==> src/rtl/rv_pkg.sv <==
// Shared RV32I load/store definitions: funct3 width codes, LSU state encoding,
// and the small combinational helpers the LSU uses at acceptance and issue.
package rv_pkg;

  localparam logic [2:0] F3_LB  = 3'b000;
  localparam logic [2:0] F3_LH  = 3'b001;
  localparam logic [2:0] F3_LW  = 3'b010;
  localparam logic [2:0] F3_LBU = 3'b100;
  localparam logic [2:0] F3_LHU = 3'b101;
  localparam logic [2:0] F3_SB  = F3_LB;
  localparam logic [2:0] F3_SH  = F3_LH;
  localparam logic [2:0] F3_SW  = F3_LW;

  typedef enum logic [1:0] {
    LSU_IDLE = 2'd0,
    LSU_REQ  = 2'd1,
    LSU_WAIT = 2'd2,
    LSU_DONE = 2'd3
  } lsu_state_e;

  // Illegal width code for the op kind, or an address not aligned to the access size.
  function automatic logic op_err(input logic is_store, input logic [2:0] f3,
                                  input logic [1:0] off);
    logic legal;
    logic misaligned;
    case (f3)
      F3_LB, F3_LH, F3_LW: legal = 1'b1;
      F3_LBU, F3_LHU:      legal = ~is_store;
      default:             legal = 1'b0;
    endcase
    case (f3[1:0])
      2'b01:   misaligned = off[0];
      2'b10:   misaligned = (off != 2'b00);
      default: misaligned = 1'b0;
    endcase
    return ~legal | misaligned;
  endfunction

  function automatic logic [3:0] store_be(input logic [2:0] f3, input logic [1:0] off);
    case (f3)
      F3_SB:   return 4'b0001 << off;
      F3_SH:   return 4'b0011 << off;
      default: return 4'b1111;
    endcase
  endfunction

  // Replicating the narrow datum puts it in every lane the byte enables can select.
  function automatic logic [31:0] store_lanes(input logic [2:0] f3, input logic [31:0] data);
    case (f3)
      F3_SB:   return {4{data[7:0]}};
      F3_SH:   return {2{data[15:0]}};
      default: return data;
    endcase
  endfunction

endpackage

==> src/rtl/lsu_load_fmt.sv <==
// Picks the addressed byte/halfword out of a read word and sign- or zero-extends it.
module lsu_load_fmt
  import rv_pkg::*;
(
  input  logic [31:0] rdata,
  input  logic [1:0]  addr,
  input  logic [2:0]  funct3,
  output logic [31:0] data
);

  logic [7:0]  byte_sel;
  logic [15:0] half_sel;

  always_comb begin
    byte_sel = rdata[{addr, 3'b000} +: 8];
    half_sel = addr[1] ? rdata[31:16] : rdata[15:0];
    case (funct3)
      F3_LB:   data = {{24{byte_sel[7]}}, byte_sel};
      F3_LH:   data = {{16{half_sel[15]}}, half_sel};
      F3_LBU:  data = {24'h0, byte_sel};
      F3_LHU:  data = {16'h0, half_sel};
      default: data = rdata;
    endcase
  end

endmodule

==> src/rtl/lsu.sv <==
// RV32I load/store unit: accepts one op at a time, issues a single word-aligned
// memory request, formats load data and reports completion with a one-cycle pulse.
module lsu
  import rv_pkg::*;
(
  input  logic        clk,
  input  logic        rst_n,
  input  logic        req_valid,
  output logic        req_ready,
  input  logic        req_is_store,
  input  logic [2:0]  req_funct3,
  input  logic [31:0] req_addr,
  input  logic [31:0] req_wdata,
  input  logic [4:0]  req_rd,
  output logic        mem_req_valid,
  input  logic        mem_req_ready,
  output logic [31:0] mem_addr,
  output logic        mem_we,
  output logic [3:0]  mem_be,
  output logic [31:0] mem_wdata,
  input  logic        mem_rsp_valid,
  input  logic [31:0] mem_rdata,
  output logic        done_valid,
  output logic        done_err,
  output logic [4:0]  wb_rd,
  output logic [31:0] wb_data,
  output logic        wb_we
);

  lsu_state_e  state_q, state_d;
  logic        is_store_q, is_store_d;
  logic [2:0]  funct3_q, funct3_d;
  logic [31:0] addr_q, addr_d;
  logic [31:0] wdata_q, wdata_d;
  logic [4:0]  rd_q, rd_d;
  logic        err_q, err_d;
  logic [31:0] ldata_q, ldata_d;
  logic [31:0] fmt_data;
  logic        accept;
  logic        is_load_ok;

  lsu_load_fmt u_load_fmt (
    .rdata  (mem_rdata),
    .addr   (addr_q[1:0]),
    .funct3 (funct3_q),
    .data   (fmt_data)
  );

  always_ff @(posedge clk or negedge rst_n) begin
    if (!rst_n) state_q <= LSU_IDLE;
    else        state_q <= state_d;
  end

  // Op fields are only observed through state-qualified outputs, so they need no reset.
  always_ff @(posedge clk) begin
    is_store_q <= is_store_d;
    funct3_q   <= funct3_d;
    addr_q     <= addr_d;
    wdata_q    <= wdata_d;
    rd_q       <= rd_d;
    err_q      <= err_d;
    ldata_q    <= ldata_d;
  end

  always_comb begin
    state_d    = state_q;
    is_store_d = is_store_q;
    funct3_d   = funct3_q;
    addr_d     = addr_q;
    wdata_d    = wdata_q;
    rd_d       = rd_q;
    err_d      = err_q;
    ldata_d    = ldata_q;
    accept     = req_valid && req_ready;
    case (state_q)
      LSU_IDLE: begin
        if (accept) begin
          is_store_d = req_is_store;
          funct3_d   = req_funct3;
          addr_d     = req_addr;
          wdata_d    = req_wdata;
          rd_d       = req_rd;
          err_d      = op_err(req_is_store, req_funct3, req_addr[1:0]);
          state_d    = err_d ? LSU_DONE : LSU_REQ;
        end
      end
      LSU_REQ: begin
        if (mem_req_ready) state_d = is_store_q ? LSU_DONE : LSU_WAIT;
      end
      LSU_WAIT: begin
        if (mem_rsp_valid) begin
          ldata_d = fmt_data;
          state_d = LSU_DONE;
        end
      end
      default: state_d = LSU_IDLE;
    endcase
  end

  always_comb begin
    is_load_ok    = (state_q == LSU_DONE) && !err_q && !is_store_q;
    req_ready     = (state_q == LSU_IDLE) && rst_n;
    mem_req_valid = (state_q == LSU_REQ);
    mem_addr      = mem_req_valid ? {addr_q[31:2], 2'b00} : 32'h0;
    mem_we        = mem_req_valid && is_store_q;
    mem_be        = mem_we ? store_be(funct3_q, addr_q[1:0]) : 4'h0;
    mem_wdata     = mem_we ? store_lanes(funct3_q, wdata_q) : 32'h0;
    done_valid    = (state_q == LSU_DONE);
    done_err      = done_valid && err_q;
    wb_rd         = is_load_ok ? rd_q : 5'd0;
    wb_data       = is_load_ok ? ldata_q : 32'h0;
    wb_we         = is_load_ok && (rd_q != 5'd0);
  end

endmodule

==> config.mk <==
export PLATFORM = sky130hd
export DESIGN_NAME = lsu
export DESIGN_NICKNAME = d
export VERILOG_FILES = /design/src/rtl/rv_pkg.sv /design/src/rtl/lsu_load_fmt.sv /design/src/rtl/lsu.sv
export SDC_FILE = /design/constraint.sdc
export NUM_CORES = 1
export LEC_CHECK = 0
export ABC_AREA = 1
export CAP_MARGIN = 20
export CORE_MARGIN = 5
export CORE_UTILIZATION = 44
export DETAILED_ROUTE_END_ITERATION = 8
export GPL_ROUTABILITY_DRIVEN = 1
export PLACE_DENSITY = 0.82
export SKIP_CTS_REPAIR_TIMING = 1
export SLEW_MARGIN = 20
export SYNTH_ARGS = -nofsm -noshare
export SYNTH_HDL_FRONTEND = slang
export SYNTH_SLANG_ARGS = --single-unit
==> constraint.sdc <==
create_clock -name clk -period 5.43 [get_ports clk]
set_input_delay 1.086 -clock clk [delete_from_list [all_inputs] [get_ports clk]]
set_output_delay 1.086 -clock clk [all_outputs]
set_load 0.005 [all_outputs]
Word-level counts from Yosys, hierarchy flattened:

Index checks and enable logic that the tools add are counted.

* register bits: 108
* input port bits: 110
* word-level logic and storage cells: 69

* equality and inequality tests: 15
* shift operators: 3
* multiplexer cells: 21
* bitwise logic cells: 3
* reductions and logical operators: 19

Operators by type and width (count)
* one-hot mux 32 bit (4 select lines): 1
* two-way mux 32 bit: 3
* one-hot mux 32 bit (2 select lines): 1
* indexed part select 32 x 6 -> 8 bit: 1
* two-way mux 16 bit: 1
* == test 3 bit, second input constant: 4
* two-way mux 2 bit: 4
* one-hot mux 4 bit (2 select lines): 1
* logical AND 1 bit: 7
* == test 2 bit, second input constant: 3
* == test 3 x 1 -> 1 bit, second input constant: 2
* zero test 3 bit: 2
* one-hot mux 2 bit (3 select lines): 1
* two-way mux 1 bit: 5
* two-way mux 5 bit: 1
* nonzero test 5 bit: 1
* == test 2 x 1 -> 1 bit, second input constant: 2
* two-way mux 4 bit: 1
* inequality test 2 bit, second input constant: 2
* one-hot mux 1 bit (2 select lines): 2
* AND reduction 2 bit: 2
* left shift 1 x 2 -> 4 bit, first input constant: 1
* left shift 2 x 2 -> 4 bit, first input constant: 1
* == test 3 x 2 -> 1 bit, second input constant: 1
* 9 further kinds: 11

Depth between registers and ports, before layout:

Gate-level depths: netlist of the first run.

* word-level depth: 10
* depth in mapped cells: 10

Modules after synthesis:

A second synthesis of the first run with hierarchy kept.

* cell total of the unflattened synthesis: 601
* area, all modules: 5706.7 µm²

By module, submodules not included
* lsu: instances 1, cells an instance 407, area each 4652.0 µm²
* lsu_load_fmt: instances 1, cells an instance 194, area each 1054.8 µm²

Worst setup path after synthesis of the first run:

No wires, ideal clock.

* path kind: input to register
* from: in rst_n
* to: reg addr_q[0], enable pin
* arrival: 4.249 ns
* slack: 0.674 ns
* stages on the path: 2
* buffers on the path: 0
* path through: nand2_1 -> nor2_1

* word-level cells in the longest chain between the ends: 3

Ends and longest elaborated chain
* start: declaration: RTL line lsu.sv:7 `input logic rst_n,`
* logical AND 1 bit: RTL line lsu.sv:102 `req_ready = (state_q == LSU_IDLE) && rst_n;`
* logical AND 1 bit: RTL line lsu.sv:74 `accept = req_valid && req_ready;`
* AND reduction 2 bit (no line)
* end signal: assignment: RTL line lsu.sv:58 `addr_q <= addr_d;`
* end: declaration: RTL line lsu.sv:33 `logic [31:0] addr_q, addr_d;`

Every way passes these cells.
A chain may end at the register's enable or synchronous reset.

Worst setup path after layout of the first run:

* from: reg funct3_q[1]
* to: out mem_wdata[12]

* word-level cells in the longest chain between the ends: 3
* elaborated cells between the ends (all ways): 4
* those cells by class: eq/ne (1); mux (2); reduce/logical (1)

Ends and longest elaborated chain
* start: declaration: RTL line lsu.sv:32 `logic [2:0] funct3_q, funct3_d;`
* start signal: assignment: RTL line lsu.sv:57 `funct3_q <= funct3_d;`
* == test 3 x 1 -> 1 bit or zero test 3 bit (tied branches): RTL line rv_pkg.sv:49 `case (f3)`
* one-hot mux 32 bit (2 select lines) (*): RTL line rv_pkg.sv:49
* two-way mux 32 bit (*): RTL line lsu.sv:107 `mem_wdata = mem_we ? store_lanes(funct3_q, wdata_q) : 32'h0;`
* end: declaration: RTL line lsu.sv:20 `output logic [31:0] mem_wdata,`

Every way passes the cells marked *; elsewhere a longest branch is shown, timed or not.

==> flow_metrics.tcl, run 1 <==
set metrics [dict create \
    drv_slew 0 \
    grt_pass1_vias 4657 \
    crit_top_cell "inv_2" \
    n_antenna_cell 0 \
    die_h_um 121 \
    period_needed_ns 4.51 \
    hold_viol_final 0 \
    grt_overflow 0 \
    reg2reg_depth 4 \
    vias_per_cell 5.03 \
    yosysTopAreaCell "edfxtp_1" \
    synth.distinct_cells 29 \
    start_kind "flop" \
    yosysTopAreaCellShare 0.591 \
    grt_first_pass_wirelength_um 23600 \
    max-cap-violations 0 \
    p_per_area_nw_per_um2 323 \
    antenna_left 0 \
    place.port_buffers 218 \
    crit_chain "inv_2, nand3_1, nand2_2, inv_2, a21oi_1, clkdlybuf4s50_1" \
    fp.dieW_um 121 \
    worstSkewPairLatency_ns 0.34 \
    ios 221 \
    synth_area_um2 5390 \
    vias 4675 \
    ir_drop_v 0.000322 \
    first_pass_iters 5 \
    clk_pin_slew_ns 0.07 \
    final_cell_area_um2 7880 \
    hpwl_um 11800 \
    worst_pin_slew_ns 0.956 \
    fin_setup_tns_ns 0 \
    yosys_warnings 0 \
    routabilityCongestion 0.872 \
    outcome "complete, no violations" \
    coreArea_um2 12000 \
    crit_type "reg2out" \
    holdPathStages 2 \
    yosys-top-cells-area "edfxtp_1 (59%), inv_1 (8.4%), nor2_1 (6.1%)" \
    seq_area_frac_synth 0.600 \
    cts.sinks 108 \
    ys_ff_latch 108 \
    root_buffer "clkbuf_16" \
    numCtsBuffers 9 \
    nets 895 \
    period_share 0.831 \
    cp_slowest_cell "edfxtp_1" \
    wirelength_um 15400 \
    layout-drive-gt1-share 0.0536 \
    synthesis.instances 575 \
    critPathCaptureType "primary output" \
    max_stage_delay_ns 0.64 \
    routedWlPerCell_um 16.5 \
    antenna_found_initial 0 \
    arrival_ns 3.43 \
    cts_tree "done" \
    place_area_um2 7600 \
    r2r_setup_slack_ns 2.72 \
    hp-class "reg2reg" \
    leakage_nw 3.42 \
    die_area_um2 14600 \
    clock_path_buffers 2 \
    worst_ep_required_time_ns 4.34 \
    setup_viol 0 \
    initial_utilization 0.448 \
    grt_setup_unrepaired "false" \
    slew_headroom 0.361 \
    htree_levels 3 \
    critPathMaxFanout 30 \
    drt_iter0_markers 321 \
    grt_max_degree 38 \
    area_growth_pct 46.3 \
    drc_errors 0 \
    fmax_ghz 0.222 \
    syn-mean-instance-area_um2 9.37 \
    grtUsageTotal 0.208 \
    fin_worst_skew_ns 0.00649 \
    row_count 40 \
]
==> final timing paths <==
kind | from | end
worst max-delay path | funct3_q[1]$_DFFE_PP_ | mem_wdata[12]
worst min-delay path | state_q[1]$_DFFE_PN0P_ | state_q[1]$_DFFE_PN0P_
worst max register to register | funct3_q[1]$_DFFE_PP_ | ldata_q[31]$_DFFE_PP_
worst min register to register | state_q[1]$_DFFE_PN0P_ | state_q[1]$_DFFE_PN0P_
max in group asynchronous | rst_n | state_q[1]$_DFFE_PN0P_
min in group asynchronous | rst_n | state_q[0]$_DFFE_PN0P_
==> kinds of logic (layout without fill, tap and decap cells) <==
logic type      count (synthesis)  count (layout)  share of synthesized area
compound gates                 85              85                     0.0885
fa+ha+maj                       7               7                     0.0163
buf+inv                       156             363                      0.122
flops                         108             108                      0.600
other cells                     1               2                   0.000696
simple gates                  218             218                      0.172
==> layer usage <==
metal / vias up / part of all wire / track usage
met3: 32 / 0.11 / 0.0753
li1: 2240 / - / -
met4: 0 / 0.023 / 0.0729
met2: 257 / 0.48 / 0.346
met1: 2146 / 0.39 / 0.249
met5: - / 0 / 0
==> synth_stat cells, drive strengths merged <==
| cell | instances |
|---|---|
| edfxtp | 106 |
| or2 | 2 |
| nor2 | 89 |
| o221ai | 1 |
| a21oi | 35 |
| nor3 | 1 |
| nand2 | 90 |
| clkbuf | 9 |
| o21ai | 36 |
| o211ai | 12 |
| buf | 21 |
| ha | 7 |
| dfrtp | 2 |
| nand3 | 35 |
| conb | 1 |
| inv | 126 |
| nand4 | 1 |
| o21a | 1 |
==> cells in the final DEF, fill, tap and decap left out, drive strengths merged <==
master,synthesis,layout
conb,1,2
o221ai,1,1
clkbuf,9,11
nor3,1,1
o21ai,36,36
clkdlybuf4s50,0,218
or2,2,2
ha,7,7
dfrtp,2,2
o21a,1,1
nand2,90,90
nand4,1,1
buf,21,3
o211ai,12,12
nor2,89,89
inv,126,128
clkinvlp,0,1
nand3,35,35
a21oi,35,35
clkinv,0,2
edfxtp,106,106
==> flip-flops by register name, indices dropped and copies added, names as in the netlist <==
signal	cells
rd_q	5
is_store_q	1
err_q	1
wdata_q	32
state_q	2
ldata_q	32
funct3_q	3
addr_q	32
==> power by group <==
part	total [mW]	switching [mW]	internal, mW	leakage [nW]
Sequential	1.10	0.0448	1.06	0.996
Clock	0.620	0.294	0.326	0.136
Combinational	0.826	0.423	0.403	2.29
Total	2.55	0.762	1.79	3.42
==> final cells by class <==
cell class / instances / area, um^2
Inverter: 126 / 475
Clock inverter: 5 / 35.0
Fill cell: 951 / 4130
Sequential cell: 108 / 3230
Multi-Input combinational cell: 312 / 1510
Clock buffer: 11 / 243
Tap cell: 147 / 184
Timing Repair Buffer: 221 / 2200
==> metrics by stage <==
stage / hold WS [ns] / cells / worst slack (ns) / util / total power, mW
finish: 0.547 / 930 / 0.918 / 0.656 / 2.55
global route: 0.596 / 930 / 0.742 / 0.656 / 2.70
CTS: 0.555 / 930 / 0.992 / 0.656 / 2.57
detailed placement: 0.537 / 914 / 1.36 / 0.633 / 1.95
floorplan: 0.499 / 576 / 0.674 / - / 1.50
global placement: 0.519 / 914 / 1.57 / 0.633 / 1.92
==> critical path, delay by kind of cell (launching register included) <==
kind	cells	cell delay, ns
flip-flops	1	0.64
AO/OA/AOI/OAI	1	0.21
AND/OR/NAND/NOR	2	1.02
buffers and inverters	3	1.20
Power figures use the tool's default switching activity.
==> run 2: changes to the inputs <==
==> constraint.sdc (replaced) <==
create_clock -name clk -period 4.17 [get_ports clk]
set_input_delay 0.834 -clock clk [delete_from_list [all_inputs] [get_ports clk]]
set_output_delay 0.834 -clock clk [all_outputs]
set_load 0.005 [all_outputs]
==> run 2 against run 1 <==
Worst hold slack improved by 0.0076 ns. Critical path depth did not move. Die area did not move. Cell count is 0.22% higher. Sequential power increased by 31%. Utilization increased by 0.30 points. Global-route usage rose by 0.52 points. Register-to-register slack worse by 0.91 ns. Largest power group unchanged. Clock-buffer cell count is 2 lower. Via count rose by 1.4%. Setup slack worse by 0.52 ns. Clock skew increased by 0.0016 ns.
==> flow_metrics.tcl, run 2 (same netlist as run 1, synthesis figures left out) <==
set metrics [dict create \
    drc_errors 0 \
    p_clk_frac 0.255 \
    swShare 0.297 \
    busiest_layer "met2" \
    period_share 0.905 \
    layout-drive-gt1-share 0.0561 \
    arrival_ns 2.94 \
    grt_pass1_vias 4873 \
    cts.sinks 108 \
    grt_use_met3 0.0706 \
    crit_type "reg2out" \
    start_kind "flop" \
    switchingPower_mw 1.00 \
    grt_overflow 0 \
    worst_pin_slew_ns 0.704 \
    drv_slew 0 \
    ir_drop_v 0.000284 \
    fp.dieW_um 121 \
    fin_worst_skew_ns 0.00806 \
    place.port_buffers 218 \
    gr-usage-met1 0.239 \
    hold_viol_final 0 \
    worstSkewPairLatency_ns 0.35 \
    seq_power_share 0.425 \
    setup_viol 0 \
    root_buffer "clkbuf_16" \
    hp-class "reg2reg" \
    grt_first_pass_wirelength_um 24200 \
    period_needed_ns 3.77 \
    die_h_um 121 \
    drt_iter0_markers 290 \
    clock_path_buffers 2 \
    vias 4740 \
    fmax_ghz 0.265 \
    nets 897 \
    area_growth_pct 47.0 \
    grt_setup_unrepaired "false" \
    final_cell_mix "clkdlybuf4s50_1 (218), inv_1 (120), edfxtp_1 (106)" \
    fin_setup_tns_ns 0 \
    worst_ep_required_time_ns 3.34 \
    hpwl_um 12000 \
    wirelength_um 15600 \
    coreArea_um2 12000 \
    initial_utilization 0.448 \
    antenna_found_initial 0 \
    mostFrequentLayoutCell "clkdlybuf4s50_1" \
    numCtsBuffers 9 \
    outcome "complete, no violations" \
    slew_headroom 0.529 \
    critPathCaptureType "primary output" \
    htree_levels 3 \
    max-cap-violations 0 \
    ios 221 \
    vias_per_cell 5.09 \
    grt_util_met2 0.366 \
    antenna_left 0 \
    grtUsageTotal 0.213 \
    clk_pin_slew_ns 0.07 \
    leakage_nw 3.45 \
    cell_internal_pwr_mw 2.37 \
    p_per_area_nw_per_um2 427 \
    routedWlPerCell_um 16.7 \
    critPathMaxFanout 30 \
    grt_max_degree 45 \
    combPwrFrac 0.320 \
    row_count 40 \
    n_antenna_cell 0 \
    die_area_um2 14600 \
    cts_tree "done" \
    routabilityCongestion 0.919 \
    reg_top3 "addr_q x32, ldata_q x32, wdata_q x32" \
    finish.utilization 0.659 \
    first_pass_iters 5 \
]
## run 2: changes by cell type in the layout (fill, tap and decap cells not counted), sizes merged
| cell | previous run | this run |
|---|---|---|
| clkbuf | 11 | 9 |
| bufinv | 0 | 1 |
| buf | 3 | 5 |
| clkinv | 2 | 3 |
## run 2: power groups by stage
stage | clock (mW) | combinational (mW) | sequential [mW]
floorplan | 0 | 0.507 | 1.44
global placement | 0 | 1.05 | 1.45
detailed placement | 0 | 1.08 | 1.46
CTS | 0.877 | 1.09 | 1.44
global route | 0.925 | 1.20 | 1.45
finish | 0.861 | 1.08 | 1.44
## run 2: cell type report
| class | count | area [um^2] |
|---|---|---|
| Sequential cell | 108 | 3230 |
| Clock buffer | 9 | 225 |
| Clock inverter | 7 | 73.8 |
| Tap cell | 147 | 184 |
| Multi-Input combinational cell | 312 | 1510 |
| Timing Repair Buffer | 223 | 2220 |
| Fill cell | 947 | 4100 |
| Inverter | 126 | 475 |
## run 2: path summary, 6_finish.rpt
| path | endpoint | slack (ns) | cells after the start | from |
|---|---|---|---|---|
| hold reg to reg | state_q[1]$_DFFE_PN0P_ | 0.55 | 2 | state_q[1]$_DFFE_PN0P_ |
| setup reg to reg | ldata_q[28]$_DFFE_PP_ | 1.81 | 5 | addr_q[1]$_DFFE_PP_ |
| min in group asynchronous | state_q[0]$_DFFE_PN0P_ | 0.66 | 1 | rst_n |
| hold / removal | state_q[1]$_DFFE_PN0P_ | 0.55 | 2 | state_q[1]$_DFFE_PN0P_ |
| setup / recovery | mem_wdata[9] | 0.40 | 6 | funct3_q[1]$_DFFE_PP_ |
| max in group asynchronous | state_q[1]$_DFFE_PN0P_ | 3.37 | 1 | rst_n |
## run 2: stage by stage
stage	power [mW]	std cells	cell area, um^2	setup slack [ns]	hold WS (ns)
finish	3.38	932	7920	0.397	0.554
global route	3.57	932	7920	0.175	0.584
CTS	3.41	932	7920	0.422	0.558
detailed placement	2.54	916	7620	0.810	0.541
global placement	2.50	916	7620	0.972	0.525
floorplan	1.94	576	5390	0.908	0.499
## run 2: critical path: stages, from the launching register on
cell	delay (ns)
edfxtp_1	0.65
inv_2	0.14
nand3_1	0.33
nand2_2	0.55
inv_2	0.15
a21oi_1	0.20
clkdlybuf4s50_1	0.56
## run 2: routing by layer
metal  share of wire  vias to the layer above
met4           0.031                        0
met3            0.10                       38
li1                -                     2240
met2            0.49                      276
met1            0.38                     2186
met5               0                        -
==> RTL edit 1 (settings of run 2) <==
Encoding of `lsu_state_e`: now Gray code (2 bits for 4 states).
--- a/src/rtl/rv_pkg.sv
+++ b/src/rtl/rv_pkg.sv
@@ -13,8 +13,8 @@
 
   typedef enum logic [1:0] {
-    LSU_IDLE = 2'd0,
-    LSU_REQ  = 2'd1,
-    LSU_WAIT = 2'd2,
-    LSU_DONE = 2'd3
+    LSU_IDLE = 2'b00,
+    LSU_REQ  = 2'b01,
+    LSU_WAIT = 2'b11,
+    LSU_DONE = 2'b10
   } lsu_state_e;
 
Behaviour: no difference found for any inputs over 10 cycles, from zero or initial values and one cycle with rst_n low; not proved beyond that.
==> RTL edit 1 against run 2 <==
- total power decreased by 4.0%
- worst setup slack got worse by 0.17 ns
- worst hold slack improved by 0.096 ns
- sequential cell count unchanged
- area after synthesis decreased by 0.33%
- design area increased by 0.63%
- wire length increased by 2.5%
- first-iteration DRC count increased by 43%
- largest cell class unchanged
==> RTL edit 1: results (changes against run 2) <==
placed cells 929 (+1.4%); top cells by count, synth nor2_1 (156), inv_1 (111), edfxtp_1 (106), nand2_1 (75), o21ai_0 (23); Initial DRC Count 415 (+43%); crit path DAT 3.11 ns (+0.17 ns); global-route wire length before repair 24.08 mm (-0.54%); r2r endpoint ldata_q[10]; r2r setup slk 1.76 ns (-0.05 ns); Via density 4.978 (-2.1%); total track usage 0.2150 (+0.001852); Final GP Congestion 0.9072 (-1.3%); area of the multi-input gates 1554 µm² (+3.2%); worst slew pin tran 0.6405 ns (-0.06366 ns); Mean Syn Cell Area 9.209 µm² (-1.7%); top area cells in the synthesized netlist edfxtp_1 (59%), nor2_1 (11%), inv_1 (7.8%); met2 Use GR 0.3615 (-0.004890); met3 GRT Util 0.08559 (+0.01497); M1 GR Usage 0.2383 (-0.0003629); final wirelength 15.94 mm (+2.5%); Setup WS pre-CTS 0.6411 ns (-0.1685 ns); Placement Cell Area 7629 µm² (+0.15%); Flop pwr share 0.431 (+0.006); largest net degree at the start of global routing 41 (-8.9%); peak supply drop 313.1 µV (+10%); Final nets 906 (+1.0%); wire length per cell 16.87 µm (+1.1%); met3 wire length 1.806 mm (+14%); clk_skew 0.009091 ns (+0.001033 ns); post-detail-place hpwl 12.19 mm (+1.4%); Filler cells 923 (-2.5%); vias in the first global route 4758 (-2.4%); reg2reg path depth 7 (+2); met1 wire length 5.950 mm (+0.88%); DR WL met2 7.591 mm (about the same); P_leak 3.368 nW (-2.3%); outcome finished, final reports clean; min Tclk post-route 3.942 ns (+0.1686 ns); share of cells above drive strength 1 0.05263 (-0.003419); max incr delay on CP 0.67 ns (+0.02 ns)
## RTL edit 1: cell types whose count changed after synthesis, moves of 7 or more
cell      before  now
nand3_2        8    1
inv_1        120  111
o21ai_0       34   23
nor2_1        88  156
a21oi_1       35    7
o211ai_1       9   17
o21bai_1       0   13
nand3_1       27   20
nand2_1       87   75
## RTL edit 1: layout make-up
class | instances | area share
tap | 147 | 0.02309
inverter | 120 | 0.05686
timing repair buffer | 221 | 0.2767
multi-input combinational | 333 | 0.1951
clock buffer | 9 | 0.02827
clock inverter | 7 | 0.01414
sequential | 108 | 0.4058
## RTL edit 1: kinds of logic after synthesis
group,count (synthesis),share of synthesized area
simple gates,266,0.2035
buf+inv,143,0.1121
flops,108,0.6022
compound gates,62,0.07457
fa+ha+maj,3,0.006992
other cells,1,0.0006985
==> RTL edit 2 (config.mk and constraints of run 2) <==
Without the edit above. Make the reset (`rst_n`) synchronous in one clocked block.
--- a/src/rtl/lsu.sv
+++ b/src/rtl/lsu.sv
@@ -47,5 +47,5 @@
   );
 
-  always_ff @(posedge clk or negedge rst_n) begin
+  always_ff @(posedge clk) begin
     if (!rst_n) state_q <= LSU_IDLE;
     else        state_q <= state_d;
Formal check against the unedited RTL: differs if rst_n is asserted again (counterexample within 4 cycles, from zero or initial values and one cycle with rst_n low); with rst_n held inactive, the same outputs for 10 cycles.
==> RTL edit 2 against run 2 <==
- synthesized cell count up 1.0%
- fmax is 2.9% lower
- area after synthesis down 0.21%
- die area down 0.19%
- design area shrank 0.11%
- total power is 1.9% lower
- worst hold slack worse by 0.040 ns
- sequential cell count unchanged
- wire length increased by 2.1%
- worst setup slack got worse by 0.11 ns
- sequential power about the same
- sequential share of layout area down 0.081 points
- critical path depth is 3 higher
- critical path type unchanged
- critical endpoint is now mem_wdata[26]
- highest routed layer unchanged
==> RTL edit 2: results (changes against run 2) <==
P_leak 3.439 nW (-0.22%); r2r setup slk 1.92 ns (+0.11 ns); placed cells 923 (+0.76%); largest net degree at the start of global routing 56 (+24%); total track usage 0.2130 (about the same); top cells by count, synth inv_1 (121), edfxtp_1 (106), nor2_1 (104), nand2_1 (98), a21oi_1 (24); crit path DAT 3.05 ns (+0.11 ns); post-detail-place hpwl 11.98 mm (-0.34%); Hold EP state_q[1]; share of cells above drive strength 1 0.04924 (-0.006809); total power 0.003314 W (-1.9%); clk_skew 0.007810 ns (-0.0002479 ns); Mapped Cells 581 (+1.0%); Max FO, Critical Path 25 (-17%); HP Start state_q[1]; Filler cells 920 (-2.9%); r2r endpoint ldata_q[31]; Final nets 904 (+0.78%); Placement Cell Area 7616 µm² (about the same); peak supply drop 225.6 µV (-21%); P_sw 0.0009871 W (-1.7%); Final GP Congestion 0.9416 (+2.4%); reg2reg path depth 6 (+1); outcome finished, final reports clean; final wirelength 15.88 mm (+2.1%); vias in the first global route 4709 (-3.4%); worst slew pin tran 0.7608 ns (+0.05665 ns)
[RTL edit 2: area by class of cell]
type	instances	share of cell area
Sequential cell	108	0.4076
Inverter	129	0.06218
Clock buffer	13	0.03418
Clock inverter	3	0.002690
Multi-Input combinational cell	318	0.1897
Tap cell	147	0.02326
Timing Repair Buffer	221	0.2804
[RTL edit 2: power groups by stage]
stage / Clock [W] / Sequential (W) / Combinational, W
floorplan: 0 / 0.00144 / 0.000500
global placement: 0 / 0.00146 / 0.00100
detailed placement: 0 / 0.00146 / 0.00104
CTS: 0.000846 / 0.00144 / 0.00105
global route: 0.000885 / 0.00145 / 0.00114
finish: 0.000831 / 0.00144 / 0.00104
[RTL edit 2: worst max-delay path by stage]
stage	endpoint	slack [ns]	cells past startpoint
after floorplan	addr_q[0]	0.92	2
after global placement	mem_wdata[15]	0.87	9
after detailed placement	mem_wdata[15]	0.78	9
after CTS	mem_wdata[15]	0.35	9
after global routing	mem_wdata[26]	0.12	9
final	mem_wdata[26]	0.28	9
[RTL edit 2: metal layers]
layer	share of wire	wire (µm)	vias to the layer above	track usage
met2	0.47	7433	310	0.3493
met3	0.11	1818	40	0.08185
li1	-	-	2243	-
met5	0	0	-	0
met1	0.39	6176	2157	0.2534
met4	0.028	452	0	0.08286
[RTL edit 2: kinds of logic (layout without fill, tap and decap cells)]
kind of cell / after synthesis / count (layout) / synth area share
buffers and inverters: 156 / 366 / 0.1234
AND/OR/NAND/NOR: 231 / 231 / 0.1746
adder cells (fa/ha/maj): 7 / 7 / 0.01629
AO/OA/AOI/OAI: 78 / 78 / 0.08543
flip-flops: 108 / 108 / 0.5996
other: 1 / 2 / 0.0006977
[RTL edit 2: worst max-delay path, cell delays in order (launching register included)]
cell             delay (ns)
edfxtp_1               0.77
inv_6                  0.20
nand3_4                0.20
nand2_2                0.28
inv_4                  0.27
nor2_1                 0.10
nand2_1                0.09
nand2_1                0.09
nor2_1                 0.17
clkdlybuf4s50_1        0.53
[RTL edit 2: stage by stage]
stage	setup WS (ns)	utilization	hold WS, ns
2_1_floorplan	0.9197	-	0.4762
3_3_place_gp	0.8716	0.6341	0.4885
3_5_place_dp	0.7820	0.6341	0.5073
4_1_cts	0.3534	0.6583	0.5177
5_1_grt	0.1152	0.6583	0.5510
6_report	0.2844	0.6583	0.5138
